**config.mk**
```make
export PLATFORM = sky130hd
export DESIGN_NAME = serial_char_transmit
export DESIGN_NICKNAME = d
export VERILOG_FILES = /design/src/rtl/serial_link_defs_pkg.sv /design/src/rtl/serial_bit_timer.sv /design/src/rtl/serial_char_transmit.sv
export SDC_FILE = /design/constraint.sdc
export NUM_CORES = 1
export LEC_CHECK = 0
export CAP_MARGIN = 20
export CORE_MARGIN = 4
export CORE_UTILIZATION = 45
export CTS_BUF_LIST = sky130_fd_sc_hd__clkbuf_8
export CTS_CLUSTER_DIAMETER = 60
export DETAILED_ROUTE_END_ITERATION = 16
export PLACE_DENSITY = 0.67
export SETUP_SLACK_MARGIN = 0.4
export SLEW_MARGIN = 0
export SYNTH_ARGS = -nofsm -noshare
export SYNTH_HDL_FRONTEND = slang
export SYNTH_SLANG_ARGS = --single-unit
```
**constraint.sdc**
```tcl
create_clock -name srClock -period 6 [get_ports srClock]
set_clock_uncertainty 0.1 [all_clocks]
set_input_delay 1.8 -clock srClock [delete_from_list [all_inputs] [get_ports srClock]]
set_output_delay 1.8 -clock srClock [all_outputs]
set_load 0.01 [all_outputs]
```
**src/rtl/serial_link_defs_pkg.sv**
```systemverilog
// Shared serial-link definitions: FSM encoding and default framing parameters
// used by both the transmitter and the receiver so both ends agree.
package serial_link_defs_pkg;

  localparam int unsigned DEFAULT_DATA_BITS    = 8;
  localparam int unsigned DEFAULT_CLKS_PER_BIT = 16;

  typedef enum logic [1:0] {
    ST_IDLE  = 2'd0,
    ST_START = 2'd1,
    ST_DATA  = 2'd2,
    ST_STOP  = 2'd3
  } link_state_e;

endpackage : serial_link_defs_pkg

```
**src/rtl/serial_bit_timer.sv**
```systemverilog
// Modulo-CLKS_PER_BIT bit timer with synchronous clear; tick_c flags the last
// cycle of each bit period (the wrap).
module serial_bit_timer #(
  parameter int unsigned CLKS_PER_BIT = 16
) (
  input  logic clk,
  input  logic rst_n,
  input  logic clr,
  input  logic en,
  output logic tick_c
);

  localparam int unsigned CNT_W = (CLKS_PER_BIT > 1) ? $clog2(CLKS_PER_BIT) : 1;
  localparam logic [CNT_W-1:0] CNT_MAX = CNT_W'(CLKS_PER_BIT - 1);

  logic [CNT_W-1:0] cnt_q;
  logic [CNT_W-1:0] cnt_d;

  always_comb begin
    cnt_d = cnt_q;
    if (clr) begin
      cnt_d = '0;
    end else if (en) begin
      cnt_d = (cnt_q == CNT_MAX) ? '0 : cnt_q + CNT_W'(1);
    end
  end

  assign tick_c = en && !clr && (cnt_q == CNT_MAX);

  always_ff @(posedge clk or negedge rst_n) begin
    if (!rst_n) begin
      cnt_q <= '0;
    end else begin
      cnt_q <= cnt_d;
    end
  end

endmodule : serial_bit_timer

```
**src/rtl/serial_char_transmit.sv**
```systemverilog
// Serial character transmitter: start bit, DATA_BITS data bits LSB first,
// stop bit; line idles high. All outputs registered.
module serial_char_transmit
  import serial_link_defs_pkg::*;
#(
  parameter int unsigned DATA_BITS    = DEFAULT_DATA_BITS,
  parameter int unsigned CLKS_PER_BIT = DEFAULT_CLKS_PER_BIT
) (
  input  logic                 srClock,
  input  logic                 rst,
  input  logic                 txLoad,
  input  logic [DATA_BITS-1:0] txData,
  output logic                 txOut,
  output logic                 txBusy,
  output logic                 charSent
);

  localparam int unsigned IDX_W = (DATA_BITS > 1) ? $clog2(DATA_BITS) : 1;
  localparam logic [IDX_W-1:0] IDX_LAST = IDX_W'(DATA_BITS - 1);

  link_state_e          state_q, state_d;
  logic [DATA_BITS-1:0] shreg_q, shreg_d;
  logic [IDX_W-1:0]     bit_idx_q, bit_idx_d;
  logic                 tx_out_q, tx_out_d;
  logic                 busy_q, busy_d;
  logic                 sent_q, sent_d;
  logic                 tick_c;
  logic                 timer_clr_c;
  logic                 timer_en_c;

  // Timer is held at zero while idle so each frame starts on a fresh bit period.
  assign timer_clr_c = (state_q == ST_IDLE);
  assign timer_en_c  = (state_q != ST_IDLE);

  serial_bit_timer #(
    .CLKS_PER_BIT(CLKS_PER_BIT)
  ) u_bit_timer (
    .clk    (srClock),
    .rst_n  (rst),
    .clr    (timer_clr_c),
    .en     (timer_en_c),
    .tick_c (tick_c)
  );

  always_comb begin
    state_d   = state_q;
    shreg_d   = shreg_q;
    bit_idx_d = bit_idx_q;
    tx_out_d  = tx_out_q;
    busy_d    = busy_q;
    sent_d    = 1'b0;
    unique case (state_q)
      ST_IDLE: begin
        if (txLoad) begin
          state_d   = ST_START;
          shreg_d   = txData;
          bit_idx_d = '0;
          tx_out_d  = 1'b0;
          busy_d    = 1'b1;
        end
      end
      ST_START: begin
        if (tick_c) begin
          state_d   = ST_DATA;
          tx_out_d  = shreg_q[0];
          shreg_d   = shreg_q >> 1;
          bit_idx_d = '0;
        end
      end
      // bit_idx_q names the data bit currently on the line.
      ST_DATA: begin
        if (tick_c) begin
          if (bit_idx_q == IDX_LAST) begin
            state_d  = ST_STOP;
            tx_out_d = 1'b1;
          end else begin
            tx_out_d  = shreg_q[0];
            shreg_d   = shreg_q >> 1;
            bit_idx_d = bit_idx_q + IDX_W'(1);
          end
        end
      end
      ST_STOP: begin
        if (tick_c) begin
          state_d = ST_IDLE;
          busy_d  = 1'b0;
          sent_d  = 1'b1;
        end
      end
      default: begin
        state_d  = ST_IDLE;
        tx_out_d = 1'b1;
        busy_d   = 1'b0;
      end
    endcase
  end

  always_ff @(posedge srClock or negedge rst) begin
    if (!rst) begin
      state_q   <= ST_IDLE;
      shreg_q   <= '0;
      bit_idx_q <= '0;
      tx_out_q  <= 1'b1;
      busy_q    <= 1'b0;
      sent_q    <= 1'b0;
    end else begin
      state_q   <= state_d;
      shreg_q   <= shreg_d;
      bit_idx_q <= bit_idx_d;
      tx_out_q  <= tx_out_d;
      busy_q    <= busy_d;
      sent_q    <= sent_d;
    end
  end

  assign txOut    = tx_out_q;
  assign txBusy   = busy_q;
  assign charSent = sent_q;

endmodule : serial_char_transmit

```
# --- Yosys cells after proc, flatten, opt, wreduce, memory -nomap -nowiden ---
# Index checks and enable logic that the tools add are counted.
# W data, S select, Z words.
totals:
  ff_bits: 20
  out_inout_bits: 3
  elab_cells: 61
classes:
  addsub: 2
  eq_ne: 11
  mux: 29
  reduce_logical: 12
op_table:
  columns: ["operator", "count"]
  rows:
  - ["$mux W8", 4]
  - ["$pmux W8 S3", 1]
  - ["$mux W3", 4]
  - ["$mux W4", 3]
  - ["$ne A2 B2 Y1 const B", 6]
  - ["$mux W2", 5]
  - ["$reduce_and A5 Y1", 2]
  - ["$pmux W3 S3", 1]
  - ["$mux W1", 8]
  - ["$pmux W2 S4", 1]
  - ["$reduce_bool A2 Y1", 3]
  - ["$add A4 B1 Y4 const B", 1]
  - ["$eq A2 B2 Y1 const B", 2]
  - ["$eq A4 B4 Y1 const B", 1]
  - ["$reduce_and A4 Y1", 1]
  - ["$add A3 B1 Y3 const B", 1]
  - ["$eq A3 B3 Y1 const B", 1]
  - ["$pmux W1 S3", 1]
  - ["$reduce_and A3 Y1", 1]
  - ["$reduce_bool A3 Y1", 1]
  - ["$eq A2 B1 Y1 const B", 1]
  - ["$logic_and A1 B1 Y1", 2]
  - ["$logic_not A2 Y1", 1]
  - ["$pmux W1 S2", 1]
  - ["$logic_not A1 Y1", 1]

# --- Depth between registers and ports, before layout ---
# Gate-level depths: netlist of the first run.
depth:
  ltp_word: 6
  mapped_depth: 8
  depth_no_buf: 6

# --- Hierarchy ---
# From an unflattened synthesis of the first run, not the netlist that was laid out.
unflattened:
  cells_unflattened: 93
  hier_area_um2: 1126.1
modules_own_cells:
  columns: ["module", "n_inst", "cells_each", "area_each_um2"]
  rows:
  - ["serial_char_transmit", 1, 71, 919.6]
  - ["serial_bit_timer", 1, 22, 206.4]

# --- Least setup slack after synthesis of the first run ---
# OpenSTA, ideal clock, no wires.
synth_timing:
  path_type: "input port to flip-flop"
  from: "input txLoad"
  to: "register bit_idx_q[0]"
  arrival_ns: 2.659
  t_required_ns: 5.831
  path_slack_ns: 3.173
  cell_stages: 4
  cell_sequence: "nor3b_1 o32ai_2 or4b_1 nand3_1"
synth_between:
  elab_chain_len: 2
synth_rtl:
  columns: ["item", "line", "rtl"]
  rows:
  - ["from (decl)", "serial_char_transmit.sv:11", "input logic txLoad,"]
  - ["$ne A2 B2 Y1 (no line)", null, null]
  - ["$reduce_and A5 Y1 (no line)", null, null]
  - ["to (signal assigned)", "serial_char_transmit.sv:109", "bit_idx_q <= bit_idx_d;"]
  - ["to (decl)", "serial_char_transmit.sv:23", "logic [IDX_W-1:0] bit_idx_q, bit_idx_d;"]
# Every way passes these cells.
# A chain may end at the register's enable or synchronous reset.

# --- Worst setup path in the final report of the first run ---
layout_timing:
  from: "register tx_out_q, in the netlist txOut"
  to: "output txOut"
layout_rtl:
  columns: ["item", "line", "rtl"]
  rows:
  - ["from (decl)", "serial_char_transmit.sv:24", "logic tx_out_q, tx_out_d;"]
  - ["from (signal assigned)", "serial_char_transmit.sv:110", "tx_out_q <= tx_out_d;"]
  - ["to (decl)", "serial_char_transmit.sv:13", "output logic txOut,"]
# No word-level cell between the ends.

==> summary.txt, run 1 <==
Run status
  – Status: complete, no violations

Detailed routing
  – DRT Pass-1 Iters: 4
  – Avg WL per Cell: 12.84 um
  – DR vias: 713
  – Initial DRC count: 8
  – Routed vias/inst: 5.281
  – Antenna Nets Post-Route: 0
  – Total wire length: 1733 um
  – Post-route DRC: 0

Worst setup path
  – CP Data Required Time: 4.10 ns
  – Cell family with most CP delay: flip-flops
  – Max Fanout on Critical Path: 2
  – Crit Path Category: reg -> out
  – CP bufs+invs: 1
  – Critical-path top delay cell: dfstp_2
  – Flop2flop setup slack: 3.67 ns
  – Worst Reg-to-Reg Cells: 6
  – Slowest stage delay, CP: 0.54 ns
  – RR Startpoint: state_q[0]
  – Crit-path cells: clkdlybuf4s50_1
  – R2R Path End: shreg_q[2]
  – Critical Path AT: 1.32 ns
  – Startpoint class of the critical path: flip-flop
  – CP endpoint kind: output port

CTS
  – CTS Buffer Depth: 2
  – Htree depth: 1
  – Post-cts sizing count: 0
  – Clock slew at reported path FFs: 0.07 ns
  – CTS tree: built
  – Clock root cell: clkbuf_8
  – Sink Count: 20
  – CTS Buf Count: 3
  – Post-CTS Setup Repair Bufs: 0
  – Clock Latency Late Sink: 0.26 ns
  – # hold bufs at CTS: 0

Logic synthesis
  – Number of synthesized register bits: 20
  – Synth cell types: 30
  – Dominant synthesized flop cell: dfrtp_1
  – Syn nets: 113
  – Yosys warns: 0
  – Post-synth EDFFs: 0
  – Syn Std Cell Area: 1096 um2
  – Mapped Avg Cell Area: 11.66 um2
  – Syn Inst Count: 94
  – Register area share after synthesis: 0.4578
  – Post-synthesis async set-or-reset flop share: 1.000

Global routing
  – GR Util All Layers: 0.1180
  – GRT overflow: 0
  – Initial antenna violation count: 0
  – First-pass GRT wire length: 3098 um
  – Largest net degree at the start of global routing: 21
  – Vias in the first global route: 747

Timing
  – Unrepaired setup endpoints after global routing: no
  – Final setup fails: 0
  – Part of the cycle the worst path needs: 0.5369
  – Period minus WS final: 3.221 ns
  – Worst-margin pin slew: 0.8646 ns
  – Slew headroom: 0.4218
  – TNS Setup: 0 ns
  – Final Hold Fails: 0
  – Fmax: 310.4 MHz
  – Slew Viols, Final: 0

Layout
  – P&R area growth vs syn: 17.24%
  – Final nets: 127
  – N_diodes: 0
  – # fillers: 208
  – Share of cells above drive strength 1: 0.2243
  – Final core utilization: 0.5699

Place
  – GP Congestion: 0.7207
  – HPWL Detailed: 1295 um
  – PortBufs: 13

Power and ir drop
  – Psw: 0.0002144 W
  – Peak supply drop: 306.1 uV
  – Power Density: 489.5 nW/um2
  – Sw Ratio: 0.3408
  – Internal power component: 0.0004146 W
  – Part of the power in registers: 0.380
  – Power share of the clock group: 0.160
  – Static Leakage: 0.5618 nW
  – Gate power share: 0.459

Job
  – MaxCap Viol Count: 0

Floorplan
  – FP Rows: 17
  – Core region area: 2255 um2
  – Overall die height: 57.35 um
  – I/O pins: 14
  – Die footprint: 3289 um2
  – Initial Utilization: 0.4861
  – Die width: 57.35 um

Min path
  – Hold Path Class: reg -> reg
  – Endpoint with the worst hold slack: txOut
  – Hold Crit Start: txOut
  – Hold path cells: 2
## how the worst max path moves through the flow
stage | from | to | cells after the start
floorplan | txLoad | bit_idx_q[0] | 4
global placement | txLoad | shreg_q[2] | 5
detailed placement | txLoad | bit_idx_q[0] | 5
CTS | txOut | txOut | 1
global route | txOut | txOut | 1
finish | txOut | txOut | 1
## power groups by stage
| stage | clock network (W) | logic, W | registers, W |
|---|---|---|---|
| after floorplan | 0 | 0.000244 | 0.000231 |
| after global placement | 0 | 0.000284 | 0.000237 |
| after detailed placement | 0 | 0.000294 | 0.000241 |
| after CTS | 0.000104 | 0.000294 | 0.000239 |
| after global routing | 0.000109 | 0.000329 | 0.000246 |
| final | 0.000101 | 0.000289 | 0.000239 |
## registers in the layout (all words and copies together), names as in the netlist
register	count
shreg_q	8
u_bit_timer.cnt_q	4
bit_idx_q	3
state_q	2
charSent	1
txBusy	1
txOut	1
## cell usage in the layout, fill, tap and decap left out, drive strengths merged, types with 2 or more instances in the layout
cell	instances
nor2b	2
nand2	8
mux2	16
inv	6
clkdlybuf4s50	13
ha	8
a21oi	5
nand3	2
nor2	3
o21ai	4
clkbuf	4
o22ai	3
dfrtp	19
## through the flow
step                      std cells  area (um2)  hold slack (ns)  power (W)  worst slack, ns
after floorplan                  94        1096           0.3495  0.0004743            3.173
after global placement          131        1230           0.3709  0.0005211            2.579
after detailed placement        131        1230           0.3915  0.0005349            2.554
after CTS                       135        1285           0.4022  0.0006375            2.759
after global routing            135        1285           0.4155  0.0006845            2.740
final                           135        1285           0.3925  0.0006290            2.779
## cells in the mapped netlist, types with 2 or more instances
cell type,n,area share
a21oi_1,4,0.018
buf_6,2,0.021
dfrtp_1,19,0.43
ha_1,8,0.091
inv_1,6,0.021
mux2_2,16,0.16
nand2_1,8,0.027
nand3_1,2,0.0091
nor2_1,3,0.010
nor2b_1,2,0.011
o21ai_0,3,0.014
o22ai_1,3,0.017
## area by class of cell
type | instances | area (um2) | share of cell area
sequential | 20 | 501.7 | 0.3905
inverter | 6 | 22.52 | 0.01753
multi-input combinational | 64 | 540.5 | 0.4206
tap | 28 | 35.03 | 0.02726
clock buffer | 4 | 55.05 | 0.04284
timing repair buffer | 13 | 130.1 | 0.1013
## per-layer routing
layer,track usage,vias up,part of all wire
li1,-,356,-
met1,0.1384,342,0.44
met2,0.1968,13,0.50
met3,0.04299,2,0.052
met4,0.04305,0,0.0058
met5,0,-,0
## worst reg2reg max path, cell delays in order (launching register included)
cell	delay [ns]
dfrtp_1	0.40
inv_1	0.10
ha_1	0.31
and4b_1	0.46
nand3b_1	0.27
o21ai_4	0.21
mux2_2	0.37
## cell families after synthesis
kind of cell	share of synthesized area
AOI/OAI and AO/OA	0.1107
xor gates and xnor gates	0.007992
adders and majority gates	0.09133
buffers and inverters	0.04908
DFF	0.4578
muxes	0.1644
and+or+nand+nor	0.1187
Power figures use the tool's default switching activity.
==> run 2: changes to the inputs <==
==> constraint.sdc (replaced) <==
create_clock -name srClock -period 3.1 [get_ports srClock]
set_clock_uncertainty 0.1 [all_clocks]
set_input_delay 0.93 -clock srClock [delete_from_list [all_inputs] [get_ports srClock]]
set_output_delay 0.93 -clock srClock [all_outputs]
set_load 0.01 [all_outputs]
==> run 2 against run 1 <==
Hold slack worse by 0.0019 ns; worst setup slack worse by 2.1 ns; count of clock-buffer cells in the layout unchanged; critical endpoint is now bit_idx_q[0]; largest power group unchanged.
==> summary.txt, run 2 (synthesis gave the netlist of run 1 again) <==
Run status
  – Status: complete, no violations

Timing
  – Slew Viols, Final: 0
  – Worst-margin pin slew: 0.4022 ns
  – Final Worst Setup Slack: 0.6894 ns
  – TNS Setup: 0 ns
  – Period minus WS final: 2.411 ns
  – Slew headroom: 0.7319
  – Unrepaired setup endpoints after global routing: no
  – Final Hold Fails: 0
  – Part of the cycle the worst path needs: 0.7776
  – Final setup fails: 0
  – Fmax: 414.8 MHz

Global routing
  – Vias in the first global route: 744
  – GR Util All Layers: 0.1206
  – Largest net degree at the start of global routing: 21
  – First-pass GRT wire length: 3118 um
  – GRT overflow: 0
  – Initial antenna violation count: 0

Worst setup path
  – Max Fanout on Critical Path: 4
  – R2R Path End: shreg_q[2]
  – CP bufs+invs: 1
  – Cell family with most CP delay: simple AND/OR/NAND/NOR gates
  – CP Data Required Time: 3.19 ns
  – RR Startpoint: state_q[0]
  – Slowest stage delay, CP: 0.53 ns
  – Flop2flop setup slack: 0.75 ns
  – Critical Path AT: 2.50 ns
  – Crit Path Category: in -> reg
  – Worst Setup EP: bit_idx_q[0]
  – CP endpoint kind: flip-flop
  – Worst Reg-to-Reg Cells: 6
  – Critical-path top delay cell: clkdlybuf4s50_1
  – Crit-path cells: clkdlybuf4s50_1 -> nor3b_1 -> o32ai_2 -> or4b_1 -> nand3_1
  – Startpoint class of the critical path: input port
  – Levels on crit path: 5
  – Setup crit start: txLoad

Layout
  – P&R area growth vs syn: 17.92%
  – Final nets: 128
  – Most frequent cells in the layout: 19 x dfrtp_1, 16 x mux2_2, 13 x clkdlybuf4s50_1
  – # fillers: 208
  – Commonest non-fill, non-tap cell in the layout: dfrtp_1
  – Largest regs: shreg_q x8, u_bit_timer.cnt_q x4, bit_idx_q x3
  – Max reg flops: 8
  – N_diodes: 0
  – Share of cells above drive strength 1: 0.2315
  – Final Cell Area: 1292 um2
  – Biggest register: shreg_q

Detailed routing
  – Avg WL per Cell: 13.27 um
  – Post-route DRC: 0
  – Initial DRC count: 14
  – Antenna Nets Post-Route: 0
  – Total wire length: 1805 um
  – Routed vias/inst: 5.382
  – DRT Pass-1 Iters: 4
  – DR vias: 732

CTS
  – Clock Latency Late Sink: 0.25 ns
  – CTS Buffer Depth: 2
  – # hold bufs at CTS: 0
  – Clock root cell: clkbuf_8
  – Post-cts sizing count: 0
  – Clock slew at reported path FFs: 0.07 ns
  – CTS tree: built
  – Post-CTS Setup Repair Bufs: 0
  – CTS Buf Count: 3
  – Htree depth: 1
  – Sink Count: 20

Job
  – MaxCap Viol Count: 0

Place
  – PortBufs: 13
  – Worst slack at placement: 0.5210 ns
  – Post-DP Area: 1237 um2
  – HPWL Detailed: 1328 um
  – GP Congestion: 0.7233

Min path
  – Hold Crit Start: txOut
  – Hold path cells: 2
  – Hold Path Class: reg -> reg

Power and ir drop
  – Peak supply drop: 524.3 uV
  – Power Density: 946.8 nW/um2
  – Static Leakage: 0.5666 nW

Floorplan
  – Die width: 57.35 um
  – Initial Utilization: 0.4861
  – FP Rows: 17
  – Overall die height: 57.35 um
  – I/O pins: 14
  – Die footprint: 3289 um2
  – Core region area: 2255 um2
==> run 2: changes by cell type in the layout (fill, tap and decap cells not counted), sizes merged <==
cell / change
buf: +1
==> run 2: layout make-up <==
| class | count | area (um2) | area share |
|---|---|---|---|
| Clock buffer | 4 | 55.05 | 0.04259 |
| Inverter | 6 | 22.52 | 0.01742 |
| Multi-Input combinational cell | 64 | 540.5 | 0.4182 |
| Sequential cell | 20 | 501.7 | 0.3882 |
| Tap cell | 28 | 35.03 | 0.02711 |
| Timing Repair Buffer | 14 | 137.6 | 0.1065 |
==> run 2: how the worst min path moves through the flow <==
stage / to / slack [ns]
4_1_cts: txOut / 0.40
5_1_grt: u_bit_timer.cnt_q[0] / 0.41
3_5_place_dp: txOut / 0.39
6_report: txOut / 0.39
3_3_place_gp: txOut / 0.37
2_1_floorplan: u_bit_timer.cnt_q[0] / 0.35
==> run 2: metrics by stage <==
step | power [W] | utilization | instances | hold slack [ns]
after CTS | 0.001238 | 0.5733 | 136 | 0.3990
after global placement | 0.001009 | 0.5488 | 132 | 0.3707
after global routing | 0.001317 | 0.5733 | 136 | 0.4098
final | 0.001224 | 0.5733 | 136 | 0.3905
after floorplan | 0.0009180 | - | 94 | 0.3495
after detailed placement | 0.001039 | 0.5488 | 132 | 0.3889
==> run 2: tightest hold or removal path: cells and delay by family, from the launching register on <==
family           cells  cell delay [ns]
flip-flops           1             0.37
AO/OA/AOI/OAI        1             0.07
AND/OR/NAND/NOR      1             0.05
==> run 2: report_power, final <==
part | leakage [nW] | total, W | switching [W] | internal, W
sequential | 0.242 | 0.000462 | 0.0000793 | 0.000382
clock | 0.0288 | 0.000194 | 0.0000814 | 0.000113
combinational | 0.296 | 0.000568 | 0.000260 | 0.000308
==> run 2: layer usage <==
metal	wire (um)	part of all wire	global-route usage
met5	0	0	0
met4	10	0.0055	0.02980
met3	100	0.055	0.04299
met2	908	0.50	0.2129
met1	786	0.44	0.1378
